File: config.mk
export PLATFORM = sky130hd
export DESIGN_NAME = antilog_unshifter32
export DESIGN_NICKNAME = d
export VERILOG_FILES = /design/src/rtl/antilog_unshifter32_pkg.sv /design/src/rtl/antilog_unshifter32.sv
export SDC_FILE = /design/constraint.sdc
export NUM_CORES = 1
export LEC_CHECK = 0
export BUFFER_PORTS_ARGS = -buffer_cell sky130_fd_sc_hd__clkbuf_2
export CAP_MARGIN = 10
export CELL_PAD_IN_SITES_DETAIL_PLACEMENT = 1
export CELL_PAD_IN_SITES_GLOBAL_PLACEMENT = 2
export CORE_MARGIN = 2
export CORE_UTILIZATION = 41
export DETAILED_ROUTE_END_ITERATION = 12
export PLACE_DENSITY_LB_ADDON = 0.25
export RECOVER_POWER = 100
export SLEW_MARGIN = 20
export SYNTH_ARGS = -nofsm -noshare
export SYNTH_HDL_FRONTEND = slang
export SYNTH_SLANG_ARGS = --single-unit
File: constraint.sdc
create_clock -name clk -period 6.25 [get_ports clk]
set_clock_uncertainty 0.1 [all_clocks]
set_input_delay 1.25 -clock clk [delete_from_list [all_inputs] [get_ports clk]]
set_output_delay 1.25 -clock clk [all_outputs]
set_load 0.03 [all_outputs]
File: src/rtl/antilog_unshifter32_pkg.sv
// antilog_unshifter32_pkg
// Shared widths and state encoding for the antilog unshifter.
//   NUM_LENGTH : width of the reconstructed integer
//   K_LENGTH   : width of the leading-one index (log2 of NUM_LENGTH)
//   M1_LENGTH  : mantissa width below the hidden leading one
//   STEP_W     : width of the shift-step counter (must hold K_LENGTH)
package antilog_unshifter32_pkg;

  localparam int NUM_LENGTH = 32;
  localparam int K_LENGTH   = 5;
  localparam int M1_LENGTH  = 16;
  localparam int STEP_W     = 3;

  typedef enum logic [1:0] {
    ST_IDLE  = 2'd0,
    ST_SHIFT = 2'd1,
    ST_DONE  = 2'd2
  } state_t;

endpackage

File: src/rtl/antilog_unshifter32.sv
// antilog_unshifter32
// Rebuilds num = floor((1.m1) * 2^k) from an encoded {k, m1} pair.
// The hidden one and mantissa are placed at the top of an accumulator, which
// is then right-shifted by (NUM_LENGTH-1-k) = ~k, one binary-weighted barrel
// stage per clock (largest distance first). A final edge publishes the result.
//
// state  | meaning
// IDLE   | waiting for a pair, in_ready high
// SHIFT  | applying one barrel stage per edge, then publishing on the last edge
// DONE   | result held on out_num / out_valid until out_ready
//
// Ports:
//   clk, rst            clock and asynchronous active-high reset
//   in_valid/in_ready   input handshake for {in_k, in_m1, in_zero}
//   in_k                leading-one index
//   in_m1               MSB-aligned fractional mantissa
//   in_zero             forces a zero result
//   out_valid/out_ready output handshake for out_num
//   out_num             reconstructed integer
//   busy                high in SHIFT or DONE
module antilog_unshifter32
  import antilog_unshifter32_pkg::*;
(
  input  logic                  clk,
  input  logic                  rst,
  input  logic                  in_valid,
  output logic                  in_ready,
  input  logic [K_LENGTH-1:0]   in_k,
  input  logic [M1_LENGTH-1:0]  in_m1,
  input  logic                  in_zero,
  output logic                  out_valid,
  input  logic                  out_ready,
  output logic [NUM_LENGTH-1:0] out_num,
  output logic                  busy
);

  state_t                state_q, state_d;
  logic [NUM_LENGTH-1:0] acc_q, acc_d;
  logic [NUM_LENGTH-1:0] out_num_q, out_num_d;
  logic [K_LENGTH-1:0]   sh_q, sh_d;
  logic [STEP_W-1:0]     step_q, step_d;

  logic                  accept;
  logic [STEP_W-1:0]     stage_idx;
  logic [K_LENGTH-1:0]   stage_dist;

  always_ff @(posedge clk or posedge rst) begin
    if (rst) begin
      state_q   <= ST_IDLE;
      acc_q     <= '0;
      out_num_q <= '0;
      sh_q      <= '0;
      step_q    <= '0;
    end else begin
      state_q   <= state_d;
      acc_q     <= acc_d;
      out_num_q <= out_num_d;
      sh_q      <= sh_d;
      step_q    <= step_d;
    end
  end

  always_comb begin
    in_ready   = (state_q == ST_IDLE) || ((state_q == ST_DONE) && out_ready);
    accept     = in_valid && in_ready;
    // Step s uses distance 2^(K_LENGTH-1-s); the matching shift-amount bit is
    // always sh_q's MSB because sh_q is shifted left as stages are consumed.
    stage_idx  = STEP_W'(K_LENGTH - 1) - step_q;
    stage_dist = K_LENGTH'(1) << stage_idx;

    state_d   = state_q;
    acc_d     = acc_q;
    out_num_d = out_num_q;
    sh_d      = sh_q;
    step_d    = step_q;

    case (state_q)
      ST_SHIFT: begin
        if (step_q == STEP_W'(K_LENGTH)) begin
          state_d   = ST_DONE;
          out_num_d = acc_q;
        end else begin
          if (sh_q[K_LENGTH-1]) acc_d = acc_q >> stage_dist;
          sh_d   = sh_q << 1;
          step_d = step_q + STEP_W'(1);
        end
      end
      ST_DONE: begin
        // out_num is deliberately kept after the handshake.
        if (out_ready && !in_valid) state_d = ST_IDLE;
      end
      default: ;
    endcase

    // Covers both the IDLE accept and the back-to-back accept from DONE.
    if (accept) begin
      acc_d   = in_zero ? '0
                        : {1'b1, in_m1, {(NUM_LENGTH - M1_LENGTH - 1){1'b0}}};
      sh_d    = ~in_k;
      step_d  = '0;
      state_d = ST_SHIFT;
    end
  end

  assign out_valid = (state_q == ST_DONE);
  assign busy      = (state_q != ST_IDLE);
  assign out_num   = out_num_q;

endmodule

== Word-level counts from Yosys, hierarchy flattened ==
Cells that the tools add are included.

* Register bits after elaboration: 74
* Latch bits: 0
* RAM bits: 0
* Memory bits (read-only): 0
* Input port bits: 26
* Output and inout bits: 35
* Word-level logic and storage cells: 45
* Memories: 0

* $add $sub $neg: 2
* Multiply operators: 0
* Div/mod/pow operators: 0
* Order comparisons: 0
* Eq/ne operators: 6
* Shift operators: 2
* Muxes and demuxes: 15
* Bitwise operators: 1
* Reductions and logical operators: 14

{| class="wikitable"
|+ Operator list
! operator !! count
|-
| two-way mux 32 bit || 5
|-
| right shift 32 x 5 -> 32 bit || 1
|-
| two-way mux 5 bit || 3
|-
| two-way mux 3 bit || 3
|-
| two-way mux 2 bit || 3
|-
| AND reduction 3 bit || 2
|-
| nonzero test 2 bit || 3
|-
| inverter 5 bit || 1
|-
| << shifter 1 x 3 -> 5 bit, first input constant || 1
|-
| case mux 2 bit (2 select lines) || 1
|-
| AND reduction 2 bit || 2
|-
| adder 3 x 1 -> 3 bit, second input constant || 1
|-
| equality test 3 bit, second input constant || 1
|-
| logical AND 1 bit || 3
|-
| != test 3 x 1 -> 1 bit, second input constant || 1
|-
| != test 3 bit, second input constant || 1
|-
| nonzero test 3 bit || 1
|-
| subtractor 3 bit, first input constant || 1
|-
| equality test 2 x 1 -> 1 bit, second input constant || 1
|-
| equality test 2 bit, second input constant || 1
|-
| logical NOT 2 bit || 1
|-
| != test 2 bit, second input constant || 1
|-
| logical NOT 1 bit || 1
|-
| logical OR 1 bit || 1
|}

== Depth between registers and ports, before layout ==
Gate-level depths: netlist (run 1).

* Word-level depth: 7
* Mapped depth: 11
* Depth with buffers taken out: 8

== Worst setup path before layout (run 1) ==
OpenSTA, ideal clock, no wires.

* Kind: in2out
* Start: in out_ready
* End: out in_ready
* Arrival time: 1698 ps
* Required time: 4900 ps
* Path slack: 3202 ps
* Stages: 2
* Path buffers: 0
* Cells stage by stage: nor2b_1 -> nor2_1

* Longest elaborated chain between the ends: 2

{| class="wikitable"
|+ Ends and longest elaborated chain
! what !! RTL line !! RTL
|-
| from (decl) || antilog_unshifter32.sv:32 || <nowiki>input logic out_ready,</nowiki>
|-
| logical AND 1 bit || antilog_unshifter32.sv:64 || <nowiki>in_ready = (state_q == ST_IDLE) || ((state_q == ST_DONE) && out_ready);</nowiki>
|-
| logical OR 1 bit || antilog_unshifter32.sv:64 ||
|-
| to (decl) || antilog_unshifter32.sv:27 || <nowiki>output logic in_ready,</nowiki>
|}

No other way between the ends.

== Final worst setup path (run 1) ==
* Start: reg step_q[1]
* End: reg acc_q[0]

* Longest elaborated chain between the ends: 7
* Elaborated cells between the ends (all ways): 10

{| class="wikitable"
|+ Ends and longest elaborated chain
! what !! RTL line !! RTL
|-
| from (decl) || antilog_unshifter32.sv:41 || <nowiki>logic [STEP_W-1:0] step_q, step_d;</nowiki>
|-
| from (signal assigned) || antilog_unshifter32.sv:59 || <nowiki>step_q <= step_d;</nowiki>
|-
| subtractor 3 bit || antilog_unshifter32.sv:68 || <nowiki>stage_idx = STEP_W'(K_LENGTH - 1) - step_q;</nowiki>
|-
| << shifter 1 x 3 -> 5 bit || antilog_unshifter32.sv:69 || <nowiki>stage_dist = K_LENGTH'(1) << stage_idx;</nowiki>
|-
| right shift 32 x 5 -> 32 bit || antilog_unshifter32.sv:83 || <nowiki>if (sh_q[K_LENGTH-1]) acc_d = acc_q >> stage_dist;</nowiki>
|-
| two-way mux 32 bit || antilog_unshifter32.sv:83 ||
|-
| two-way mux 32 bit || antilog_unshifter32.sv:79 || <nowiki>if (step_q == STEP_W'(K_LENGTH)) begin</nowiki>
|-
| two-way mux 32 bit || antilog_unshifter32.sv:77 || <nowiki>case (state_q)</nowiki>
|-
| two-way mux 32 bit || antilog_unshifter32.sv:96 || <nowiki>if (accept) begin</nowiki>
|-
| to (signal assigned) || antilog_unshifter32.sv:50 || <nowiki>acc_q <= '0;</nowiki>
|-
| to (signal assigned) || antilog_unshifter32.sv:56 || <nowiki>acc_q <= acc_d;</nowiki>
|-
| to (decl) || antilog_unshifter32.sv:38 || <nowiki>logic [NUM_LENGTH-1:0] acc_q, acc_d;</nowiki>
|}

Several ways; a longest one is shown, not always the timed one. The select of a mux whose other input is x is not followed.
A chain may end at the register's enable or synchronous reset.

==> results of run 1 <==
-- through the flow --
step	setup WS, ps	hold WS [ps]
floorplan	3020	368
finish	1990	400
global route	1750	421
CTS	2560	407
detailed placement	2570	395
global placement	2700	372
-- final cells by class --
class                      count  area, µm²  area share
inverter                       7       26.3     0.00497
sequential                    74       1850       0.350
timing repair buffer          65        284      0.0537
multi-input combinational    323       2660       0.502
clock inverter                 2       10.0     0.00189
tap                          143        179      0.0338
clock buffer                  13        280      0.0530
-- layout by cell type (no fill, tap or decap), types with 5 or more instances in the layout --
cell type  synthesis  routed
mux2_2            49      46
ha_1               8       8
mux2_1             2       5
nor3_1             5       5
a32oi_1            5       5
a31oi_1            6       6
nor2b_1            5       5
clkbuf_2           0      23
mux4_2            15      15
clkbuf_16          0       9
o21ai_0           24      25
a22oi_1            8       8
inv_1              7       7
dfrtp_1           74      74
nor2_1            32      30
nand2_1           39      38
mux2i_1           35      35
clkbuf_1          13      39
a221o_1           12      12
nand3_1           11      11
-- flip-flops by register name, indices dropped and copies added (netlist names), named ones only --
| name | count |
|---|---|
| out_num | 32 |
| step_q | 3 |
| state_q | 2 |
| acc_q | 31 |
| sh_q | 5 |
-- power by group through the flow --
stage | Combinational, µW | Clock (µW) | Sequential, µW
after floorplan | 1200 | 0 | 921
after global placement | 1730 | 0 | 823
after detailed placement | 1760 | 0 | 833
after CTS | 1760 | 520 | 827
after global routing | 1880 | 539 | 852
final | 1750 | 509 | 825
-- final timing paths --
path / to / slack (ps) / start
max in group asynchronous: out_num[11]$_DFFE_PP0P_ / 4330 / rst
worst max register to register: acc_q[0]$_DFFE_PP0P_ / 1990 / step_q[1]$_DFFE_PP0P_
worst min register to register: out_num[15]$_DFFE_PP0P_ / 400 / out_num[15]$_DFFE_PP0P_
worst min-delay path: out_num[15]$_DFFE_PP0P_ / 400 / out_num[15]$_DFFE_PP0P_
min in group asynchronous: acc_q[28]$_DFFE_PP0P_ / 1100 / rst
worst max-delay path: acc_q[0]$_DFFE_PP0P_ / 1990 / step_q[1]$_DFFE_PP0P_
-- cells in the mapped netlist (7+ instances only) --
cell and number:
nand3_1 11, a221o_1 12, nor2_1 32, ha_1 8, mux4_2 15, clkbuf_1 13
mux2_2 49, mux2i_1 35, buf_2 8, o21ai_0 24, inv_1 7, nand2_1 39
dfrtp_1 74, a22oi_1 8
-- kinds of logic after synthesis --
family,count (synthesis),share of synthesized area
multiplexers,103,0.275
flip-flops,74,0.394
AND/OR/NAND/NOR,112,0.109
XOR/XNOR,1,0.00187
adder cells (fa/ha/maj),8,0.0213
AO/OA/AOI/OAI,99,0.157
buffers and inverters,36,0.0413
-- critical path: cells and delay by family (launching register included) --
| family | cells | cell delay, ps |
|---|---|---|
| mux | 2 | 1060 |
| simple gates | 2 | 970 |
| buf+inv | 2 | 830 |
| fa+ha+maj | 2 | 710 |
| flops | 1 | 400 |
| compound gates | 1 | 50 |
-- layer usage --
layer  up-vias  wire (µm)  track usage
li1       1724          -            -
met1      1926       6530        0.328
met2       124       6510        0.371
met3        18        650       0.0328
met4         0        342       0.0996
met5         -          0            0
==> impl_metrics.ini, run 1 <==
[sta]
finalSetupViolCount = 0
final.period_utilization = 0.682
post-route-min-period_ps = 4260
tightest_slew_ps = 1050
finalHoldViolCount = 0
rsz0062_at_grt = no
slew_viol_final = 0
fin_setup_tns_ps = 0
relSlewSlack = 0.299
fmax_ghz = 0.235

[route]
wl_per_cell_um = 22.4
ant_nets = 0
num_vias = 3792
avgViaCountPerCell = 6.05
drt-pass1-iter-count = 5
drtIter0Drc = 223
drt-total-wl_um = 14000
drc_errors = 0

[synthesis]
syn_nets = 467
postSynthAreaPerCell_um2 = 10.8
ys_ff_latch = 74
synth_flop_cell = dfrtp_1
synthCells = 433
yosysSeqAreaShare = 0.394
netlist.area_leader.share = 0.394
syn_area_um2 = 4700
yosysTopAreaCell = dfrtp_1
synth_warnings = 0
synth_edf_count = 0
async_flop_share = 1.00
synth.distinct_cells = 56
synth_area_leaders = dfrtp_1, mux2_2, mux2i_1, mux4_2, nand2_1

[die]
initial_core_util = 0.415
ios = 61
rows = 39
die_w_um = 111
die_area_um2 = 12300
core_um2 = 11300
die_y_um = 111

[layout]
area_growth_pct = 12.5
fin_area_um2 = 5290
nets = 514
final_util = 0.467
drive_gt1_frac = 0.229
fill_cells = 1264
final_cells = 627
diodes = 0

[power_and_ir_drop]
swShare = 0.470
seq_power_share = 0.268
finalPower_uw = 3080
power_frac_comb = 0.567
power_density_nw_per_um2 = 583
p_sw_uw = 1450
pwr-share-clk = 0.165
p_leak_uw = 0.00238
irDropWorstVdd_uv = 247
power.internal_uw = 1630

[grt]
grt_pass1_wl_um = 22600
grt_max_degree = 75
grt_pass1_vias = 3916
gr-usage-all-layers = 0.236
grt.overflow.total = 0
antenna_found_initial = 0

[clock_network]
cts_buffers = 9
postCtsSetupBuffers = 0
clk_pin_slew_ps = 60
clk_path_buf_depth = 2
cts_tree = yes
worstSkewPairLatency_ps = 350
cts_max_level = 3
postCtsResizedCells = 0
root_buffer = clkbuf_16
ctsHoldBuffers = 0
cts_num_sinks = 74

[worst_setup_path]
required_ps = 6380
crit_chain = inv_1, ha_1, ha_1, and2_0, clkbuf_1, mux4_2, mux2i_1, and2_0, a211oi_1
end_kind = register
r2r.worst_path.cells = 9
critPathSlowestCell = and2_0
cp.arrival_ps = 4390
worst_path_largest_cell_delay_ps = 770
critPathLaunchType = register
cp_max_fo = 16
path_class = register to register

[placement]
place_congestion = 0.915
dpl.hpwl_um = 10100
place_area_um2 = 5050
port_buffers = 60
post-place-cells = 612

[hold_path]
holdCritPathClass = register to register
holdPathStages = 2

[job]
maxCapViolCount = 0

[outcome]
status = complete, no violations
Power figures use the tool's default switching activity.
==> run 2, diff against run 1 <==
- ABC_AREA: default -> 1
- CORE_UTILIZATION: 41 -> 33
- clock period: 6.25 -> 4.01 ns (I/O delays scaled with it)
==> impl_metrics.ini, run 2 <==
[clock_network]
worstSkewPairLatency_ps = 350
root_buffer = clkbuf_16
cts_max_level = 3
postCtsSetupBuffers = 0
cts_num_sinks = 74
clk_path_buf_depth = 2
clk_pin_slew_ps = 60
cts_buffers = 9
cts_tree = yes
postCtsResizedCells = 0
ctsHoldBuffers = 0

[grt]
met3_usage = 0.0292
grt-busiest-layer = met2
antenna_found_initial = 0
met2_usage = 0.366
grt.overflow.total = 0
gr-usage-all-layers = 0.223
grt_pass1_vias = 5007
grt_use_met1 = 0.298
grt_pass1_wl_um = 27100
grt_max_degree = 56

[power_and_ir_drop]
irDropWorstVdd_uv = 303
power_density_nw_per_um2 = 991
p_leak_uw = 0.00276

[sta]
tightest_slew_ps = 2560
rsz0062_at_grt = no
slew_viol_final = 100
fin_setup_tns_ps = 0
fmax_ghz = 0.310
setup_ws_ps = 787
post-route-min-period_ps = 3220
finalSetupViolCount = 0
final.period_utilization = 0.804
finalHoldViolCount = 0
relSlewSlack = -0.717

[placement]
port_buffers = 60
pre_cts_ws_ps = 1190
dpl.hpwl_um = 12200
place_congestion = 0.900

[layout]
nets = 751
seqCellArea_um2 = 1850
multi_input_area_um2 = 2550
fill_cells = 1862
drive_gt1_frac = 0.119
largest_reg_flops = 32
diodes = 0
area_growth_pct = 13.5
final_cell_mix = nand2_1, nand3_1, dfrtp_1, clkbuf_1, inv_1
final_common_cell = nand2_1

[worst_setup_path]
required_ps = 4150
r2r.worst_path.cells = 12
end_kind = register
cp_max_fo = 31
critPathLaunchType = register
path_class = register to register
cp.arrival_ps = 3360

[route]
drtIter0Drc = 276
wl_per_cell_um = 18.5
drt-pass1-iter-count = 5
avgViaCountPerCell = 5.21
drt-total-wl_um = 16700
drc_errors = 0
num_vias = 4721
ant_nets = 0

[synthesis]
yosysTopAreaCell = dfrtp_1
synth_edf_count = 0
async_flop_share = 1.00
yosysMostFrequentCell = nand2_1
yosysSeqAreaShare = 0.387
synth_flop_cell = dfrtp_1
synth_area_leaders = dfrtp_1, nand2_1, nand3_1, mux2_2, o21ai_0
ys_ff_latch = 74
synthCells = 674
syn_nets = 708
synthTopCellsByCount = nand2_1, nand3_1, dfrtp_1
postSynthAreaPerCell_um2 = 7.10
synth_warnings = 0
synth.distinct_cells = 31
netlist.area_leader.share = 0.387
syn_area_um2 = 4780

[die]
die_w_um = 124
initial_core_util = 0.333
rows = 44
die_y_um = 124
die_area_um2 = 15500
ios = 61
core_um2 = 14400

[job]
maxCapViolCount = 2

[outcome]
violations = max-capacitance violations, max-slew violations
status = finished with violations

[hold_path]
holdCritPathClass = register to register
holdPathStages = 2
-- run 2: cell types whose count changed after synthesis, moves of 12 or more --
cell and delta:
mux2i_1 -35, nand2_1 +226, a21oi_1 +13, nand3_1 +135, inv_1 +22, a221o_1 -12, mux4_2 -15, nor2_1 -17
mux2_2 -27
-- run 2: worst paths after layout --
path	start	slack, ps	end
setup / recovery	step_q[1]$_DFFE_PP0P_	790	acc_q[3]$_DFFE_PP0P_
hold / removal	acc_q[5]$_DFFE_PP0P_	380	acc_q[5]$_DFFE_PP0P_
setup reg to reg	step_q[1]$_DFFE_PP0P_	790	acc_q[3]$_DFFE_PP0P_
hold reg to reg	acc_q[5]$_DFFE_PP0P_	380	acc_q[5]$_DFFE_PP0P_
max in group asynchronous	rst	1570	acc_q[29]$_DFFE_PP0P_
min in group asynchronous	rst	1040	acc_q[17]$_DFFE_PP0P_
-- run 2: metrics by stage --
| step | area (µm²) | cells | utilization | hold WS [ps] | power, µW |
|---|---|---|---|---|---|
| 3_5_place_dp | 5150 | 890 | 0.358 | 371 | 4500 |
| 4_1_cts | 5490 | 906 | 0.382 | 387 | 5480 |
| 6_report | 5430 | 906 | 0.378 | 380 | 5380 |
| 2_1_floorplan | 4780 | 674 | - | 345 | 3590 |
| 3_3_place_gp | 5150 | 890 | 0.358 | 367 | 4430 |
| 5_1_grt | 5430 | 906 | 0.378 | 409 | 5860 |
-- run 2: logic make-up after synthesis --
| family | after synthesis | synth area share |
|---|---|---|
| buf+inv | 72 | 0.0758 |
| flops | 74 | 0.387 |
| simple gates | 442 | 0.398 |
| mux | 22 | 0.0518 |
| compound gates | 56 | 0.0662 |
| fa+ha+maj | 8 | 0.0209 |
-- run 2: layer usage --
layer,wire length [µm],vias to the layer above
met5,0,-
met4,450,0
met3,430,25
met2,7830,77
met1,8040,2306
li1,-,2313
-- run 2: cell type report --
type	instances	share of cell area
Sequential cell	74	0.341
Clock buffer	10	0.0422
Timing Repair Buffer	67	0.0569
Clock inverter	6	0.0207
Multi-Input combinational cell	528	0.470
Inverter	37	0.0267
Tap cell	184	0.0424
-- run 2: critical path, cell delays in order (launching register included) --
cell and delay [ps]:
dfrtp_1 400, inv_1 100, ha_1 250, ha_1 350, nand2_2 70, inv_1 770
nand3_1 390, nand3_1 170, nand2_1 90, nand2_1 90, nand3_1 110, nand3_1 140
nand2_1 60
-- run 2: power by group --
| group | total [µW] | switching [µW] | internal [µW] |
|---|---|---|---|
| registers | 1270 | 231 | 1040 |
| clock network | 952 | 341 | 611 |
| logic | 3160 | 2270 | 891 |
